## src/rtl/ex_mem_stage.sv

```systemverilog
// EX->MEM pipeline register with stall/flush and the registered store-data forwarding
// select (ForwardE) for the memory stage's write-data mux.
module ex_mem_stage #(
  parameter int DW = 32,
  parameter int RW = 5
) (
  input  logic          clock,
  input  logic          resetn,
  input  logic          stall,
  input  logic          flush,
  input  logic          ex_valid,
  input  logic [DW-1:0] ex_alu_result,
  input  logic [DW-1:0] ex_store_data,
  input  logic [RW-1:0] ex_rt,
  input  logic [RW-1:0] ex_rd,
  input  logic [1:0]    ex_m_signal,
  input  logic [1:0]    ex_wb_signal,
  output logic          valid,
  output logic [DW-1:0] alu_result,
  output logic [DW-1:0] write_data,
  output logic [1:0]    m_signal,
  output logic [1:0]    wb_signal,
  output logic [RW-1:0] rd,
  output logic [1:0]    ForwardE
);

  localparam logic [1:0] FWD_OWN  = 2'b00;
  localparam logic [1:0] FWD_WB   = 2'b01;
  localparam logic [1:0] FWD_RAMQ = 2'b10;

  logic          valid_r;
  logic [DW-1:0] alu_result_r;
  logic [DW-1:0] write_data_r;
  logic [1:0]    m_signal_r;
  logic [1:0]    wb_signal_r;
  logic [RW-1:0] rd_r;
  logic [1:0]    fwd_r;

  logic          hit_s;
  logic [1:0]    fwd_next_s;
  logic [1:0]    m_gated_s;
  logic [1:0]    wb_gated_s;

  // A store in EX reads the register the real MEM occupant is about to write (r0 excluded).
  function automatic logic store_hazard(
    input logic          occ_valid,
    input logic          occ_regwrite,
    input logic [RW-1:0] occ_rd,
    input logic [RW-1:0] src_rt,
    input logic          src_valid,
    input logic          src_wren
  );
    return occ_valid & occ_regwrite & (occ_rd != {RW{1'b0}}) & (occ_rd == src_rt)
           & src_valid & src_wren;
  endfunction

  // Forwarding select and bubble gating for the value captured on advance.
  always_comb begin
    hit_s      = store_hazard(valid_r, wb_signal_r[1], rd_r, ex_rt, ex_valid, ex_m_signal[0]);
    fwd_next_s = FWD_OWN;
    if (hit_s) begin
      if (m_signal_r[1]) begin
        fwd_next_s = FWD_RAMQ;
      end else begin
        fwd_next_s = FWD_WB;
      end
    end else begin
      fwd_next_s = FWD_OWN;
    end
    if (ex_valid) begin
      m_gated_s  = ex_m_signal;
      wb_gated_s = ex_wb_signal;
    end else begin
      m_gated_s  = 2'b00;
      wb_gated_s = 2'b00;
    end
  end

  // Stage registers: reset, then flush > stall > advance.
  always_ff @(posedge clock or negedge resetn) begin
    if (!resetn) begin
      valid_r      <= 1'b0;
      alu_result_r <= {DW{1'b0}};
      write_data_r <= {DW{1'b0}};
      m_signal_r   <= 2'b00;
      wb_signal_r  <= 2'b00;
      rd_r         <= {RW{1'b0}};
      fwd_r        <= FWD_OWN;
    end else if (flush) begin
      valid_r      <= 1'b0;
      alu_result_r <= {DW{1'b0}};
      write_data_r <= {DW{1'b0}};
      m_signal_r   <= 2'b00;
      wb_signal_r  <= 2'b00;
      rd_r         <= {RW{1'b0}};
      fwd_r        <= FWD_OWN;
    end else if (stall) begin
      valid_r      <= valid_r;
      alu_result_r <= alu_result_r;
      write_data_r <= write_data_r;
      m_signal_r   <= m_signal_r;
      wb_signal_r  <= wb_signal_r;
      rd_r         <= rd_r;
      fwd_r        <= fwd_r;
    end else begin
      valid_r      <= ex_valid;
      alu_result_r <= ex_alu_result;
      write_data_r <= ex_store_data;
      m_signal_r   <= m_gated_s;
      wb_signal_r  <= wb_gated_s;
      rd_r         <= ex_rd;
      fwd_r        <= fwd_next_s;
    end
  end

  assign valid      = valid_r;
  assign alu_result = alu_result_r;
  assign write_data = write_data_r;
  assign m_signal   = m_signal_r;
  assign wb_signal  = wb_signal_r;
  assign rd         = rd_r;
  assign ForwardE   = fwd_r;

endmodule
```

## config.mk

```make
export PLATFORM = sky130hd
export DESIGN_NAME = ex_mem_stage
export DESIGN_NICKNAME = d
export VERILOG_FILES = /design/src/rtl/ex_mem_stage.sv
export SDC_FILE = /design/constraint.sdc
export NUM_CORES = 1
export LEC_CHECK = 0
export BUFFER_PORTS_ARGS = -buffer_cell sky130_fd_sc_hd__buf_2
export CORE_ASPECT_RATIO = 2
export CORE_MARGIN = 1.5
export CORE_UTILIZATION = 30
export CTS_CLUSTER_DIAMETER = 150
export CTS_CLUSTER_SIZE = 20
export DETAILED_ROUTE_END_ITERATION = 10
export PLACE_DENSITY = 0.58
export SLEW_MARGIN = 20
export SYNTH_ARGS = -nofsm -noshare
export SYNTH_HDL_FRONTEND = slang
export SYNTH_SLANG_ARGS = --single-unit
```

## constraint.sdc

```tcl
create_clock -name clock -period 3 [get_ports clock]
set_clock_uncertainty 0.1 [all_clocks]
set_input_delay 0.45 -clock clock [delete_from_list [all_inputs] [get_ports clock]]
set_output_delay 0.45 -clock clock [all_outputs]
set_load 0.05 [all_outputs]
```

# After elaboration in Yosys (flattened, before gate mapping)
# Cells that the tools add are included.
op_classes:
  addsub: 0
  multipliers: 0
  n_div: 0
  order_cmp: 0
  n_eq_ne: 2
  shift: 0
  mux: 18
  n_bitwise: 5
  n_reduce_logical: 1
ops:
  columns: ["op", "n"]
  rows:
  - ["$mux W32", 4]
  - ["$mux W2", 10]
  - ["$mux W5", 2]
  - ["$and A1 B1 Y1", 5]
  - ["$eq A5 B5 Y1", 1]
  - ["$reduce_bool A5 Y1", 1]
  - ["$mux W1", 2]
  - ["$ne A2 B1 Y1 const B", 1]
totals:
  ff_bits: 76
  latch_bits: 0
  mem_bits_rw: 0
  rom_bits: 0
  elab_cells: 33
  mem_count: 0

# Longest topological paths before layout
logic_depth:
  word_depth: 8
  mapped_depth: 5
  depth_no_buf: 4

# Worst setup path after synthesis
# OpenSTA, ideal clock, no wires.
synth_path:
  path_type: "reg-to-reg"
  start: "register rd_r[4] (netlist: rd[4])"
  end: "register fwd_r[0] (netlist: ForwardE[0])"
  setup_time_ns: 0.080
  arrival_ns: 1.234
  setup_slack_ns: 1.586
  path_stages_with_launch: 5
  path_buffers: 0
  period_less_slack_ns: 1.414
  path_cell_list: "dfrtp_1 > or2_2 > o21ai_1 > nand4_1 > o21ai_1"
synth_between:
  elab_chain_cells: 8
  word_cells_on_any_way: 9
  classes_between: "1 x eq/ne; 3 x mux; 4 x bitwise; 1 x reduce/logical"
synth_rtl:
  columns: ["item", "line", "text"]
  rows:
  - ["start: declaration", "36", "logic [RW-1:0] rd_r;"]
  - ["start signal: assignment", "87", "rd_r <= {RW{1'b0}};"]
  - ["start signal: assignment", "95", "rd_r <= {RW{1'b0}};"]
  - ["start signal: assignment", "103", "rd_r <= rd_r;"]
  - ["$reduce_bool A5 Y1", "53", "return occ_valid & occ_regwrite & (occ_rd != {RW{1'b0}}) & (occ_rd == src_rt)"]
  - ["$and A1 B1 Y1", "53", null]
  - ["$and A1 B1 Y1 *", "53", null]
  - ["$and A1 B1 Y1 * (2 in series)", "54", "& src_valid & src_wren;"]
  - ["$mux W2 *", "61", "if (hit_s) begin"]
  - ["$mux W2 *", "97", "end else if (stall) begin"]
  - ["$mux W2 *", "89", "end else if (flush) begin"]
  - ["end signal: assignment", "104", "fwd_r <= fwd_r;"]
  - ["end signal: assignment", "112", "fwd_r <= fwd_next_s;"]
  - ["end: declaration", "37", "logic [1:0] fwd_r;"]
# Mark *: on every way between the ends. The rest lies on a longest branch, timed or not. The select of a mux whose other input is x is not followed.
# A chain may end at the register's enable or synchronous reset.

# Final worst setup path
layout_path:
  start: "register rd_r[2] (netlist: rd[2])"
  end: "output port rd[2]"
layout_lines:
  columns: ["item", "line", "text"]
  rows:
  - ["end: declaration", "23", "output logic [RW-1:0] rd,"]
# No word-level cell between the ends.

==> run summary <==
Outcome: finished clean
CTS max path bufs: 2
Max-slew headroom: 36.8%
Clock buffer count from CTS: 9
DP Wirelength: 5430 microns
CTS H-tree lvls: 3
Leak: 0.00248 uW
Sequential-to-total area share from yosys stat: 60.8%
Routability cong.: 0.712
Commonest non-fill, non-tap cell in the layout: buf_2
Fin nets: 501
Final Cycle Share: 53.1%
# IOs: 159
Data arrival, critical path: 1.04 ns
Most frequent cells in the layout: 156 x buf_2, 77 x nor2_1, 76 x dfrtp_1
Total Wirelength: 7600 microns
Minimum clock period: 1.59 ns
Crit-path leading delay family: flip-flops
Max-Cap Viols: 0
CP bufs+invs: 1
Worst Path Max Fanout: 4
Worst Path Required: 2.45 ns
CTS clk-pin slew, worst paths: 0.06 ns
DR iter-0 viols: 71
Crit-path slowest cell: dfrtp_1
Post-Synth Adder-Cell Area: 0%
Crit Path Category: register to output pin
Core Area: 0.0101 sq mm
Cts-stage hold buffer count: 0
PD cells: 610 mW/mm^2
Crit end category: output pin
Min-Delay Path Class: primary input to asynchronous set/reset pin
Synthesized instance count: 264
Port buffer count: 158
Clk sink count: 76
Post-cts resize count: 0
Slew @ Worst Pin: 0.947 ns
Sequence of cells on the critical path: buf_2
Unrepaired setup endpoints after global routing: no
Critical path startpoint category: register
Vias in the first global route: 2,470
Final Hold Vio Count: 0
Largest family of logic cells by synthesized area: multiplexers
Post-synthesis compound-gate area fraction: 1.44%
Die ar.: 0.0111 sq mm
Peak VDD IR: 0.000308 V
First-pass GRT wire length: 11,800 microns
Worst path max stage delay: 0.42 ns
Ant diodes: 0
WL per Instance: 13.6 microns
Largest net degree at the start of global routing: 77
Simple-Gate Fraction of Synth Area: 11.4%
Filler cells: 1,027
P&R area growth vs syn: 38.2%
Setup bufs post-CTS: 0
Starting Density: 30.8%
Syn avg cell area: 11.8 sq um
Cell Area, Synth: 0.00313 sq mm
Seq cells post-synth: 76
Clock Root Buffer: clkbuf_16
Global Route Usage Sum: 14.3%
Warnings, synthesis: 0
Clk_lat worst skew: 0.32 ns
Mapped Nets: 347
Layout cell share with drive strength beyond 1: 41.6%
Multiplexer share of the synthesized area: 22.1%
Grt total ovfl: 0
Fin Setup TNS: 0 ns
Die Ht: 147 microns
Rows: 52
Distinct cells, synth: 21
DIE WIDTH: 75.2 microns
TritonRoute pass-1 iters: 4
Slew Viols, Final: 0
Vias per std cell: 4.42
WHS: 0.161 ns
Residual DRC: 0
# setup viols final: 0
Synth Area in XOR/XNOR: 1.12%
Initial antenna violation count: 0
Maximum clock frequency: 627 MHz
Total number of vias: 2,466
Routed Antenna Nets: 0
CTS tree: yes
-- worst reg2reg max path, delay by kind of cell (launching register included) --
kind / cells / cell delay [ns]
compound gates: 1 / 0.13
xor+xnor: 1 / 0.19
flops: 1 / 0.43
simple gates: 2 / 0.31
-- path summary, 6_finish.rpt --
path	from	endpoint	slack (ns)	cells past startpoint
max	rd[2]$_DFFE_PN0P_	rd[2]	1.41	1
min	resetn	write_data[29]$_DFFE_PN0P_	0.16	1
max reg2reg	rd[2]$_DFFE_PN0P_	ForwardE[0]$_DFFE_PN0P_	1.75	4
min reg2reg	ForwardE[0]$_DFFE_PN0P_	ForwardE[0]$_DFFE_PN0P_	0.40	2
max in group asynchronous	resetn	write_data[3]$_DFFE_PN0P_	2.02	1
min in group clock	ex_store_data[11]	write_data[11]$_DFFE_PN0P_	0.26	3
-- per-stage QoR --
step | area [sq um] | util, % | setup slack [ns] | power, uW | std cells
after global routing | 4320 | 42.5 | 1.30 | 2760 | 558
after CTS | 4320 | 42.5 | 1.39 | 2680 | 558
after detailed placement | 4020 | 39.6 | 1.05 | 1620 | 542
after floorplan | 3130 | - | 1.59 | 1450 | 264
final | 4320 | 42.5 | 1.41 | 2640 | 558
after global placement | 4020 | 39.6 | 1.12 | 1610 | 542
-- sequential cells by signal (all words and copies together) (netlist names) --
register	flops
wb_signal	2
write_data	32
alu_result	32
rd	5
ForwardE	2
valid	1
m_signal	2
-- routing by layer --
metal / wire length, microns / vias up / track usage, %
met5: 0 / - / 0
met3: 369 / 11 / 3.57
li1: - / 1180 / -
met2: 4230 / 95 / 25.4
met1: 2840 / 1180 / 15.4
met4: 161 / 0 / 6.25
-- power by group --
part	leakage [uW]	switching [uW]	internal (uW)
clock network	0.000142	401	643
registers	0.00101	34.4	1080
logic	0.00132	335	141
-- cells in the mapped netlist --
cell type	count	area, sq um
nand4_1	1	6.26
nor3_1	1	5.00
clkbuf_1	3	11.3
mux2i_1	69	691
buf_6	2	22.5
nand4bb_1	1	11.3
nor4_1	1	6.26
nor2_1	77	289
a22oi_1	2	15.0
dfrtp_1	76	1900
or2_2	1	6.26
xor2_1	3	26.3
inv_1	1	3.75
nor2b_1	2	12.5
o21ai_1	3	15.0
nand2_1	5	18.8
buf_4	2	15.0
buf_1	4	15.0
xnor2_1	1	8.76
a21oi_1	3	15.0
buf_2	6	30.0
-- kinds of logic (layout without fill, tap and decap cells) --
kind of cell              after synthesis  count (layout)
muxes                                  69              69
buffers and inverters                  18             177
DFF                                    76              76
and+or+nand+nor                        89              89
xor gates and xnor gates                4               4
AOI/OAI and AO/OA                       8               8
-- area by class of cell --
cell class / instances / area, sq um / area share (%)
clock buffers: 10 / 229 / 5.30
clock inverters: 6 / 65.1 / 1.51
inverters: 1 / 3.75 / 0.0869
multi-input cells: 170 / 1130 / 26.1
flip-flops and latches: 76 / 1900 / 44.0
well taps: 135 / 169 / 3.91
repair buffers: 160 / 823 / 19.1
(Power assumes the default switching activity.)
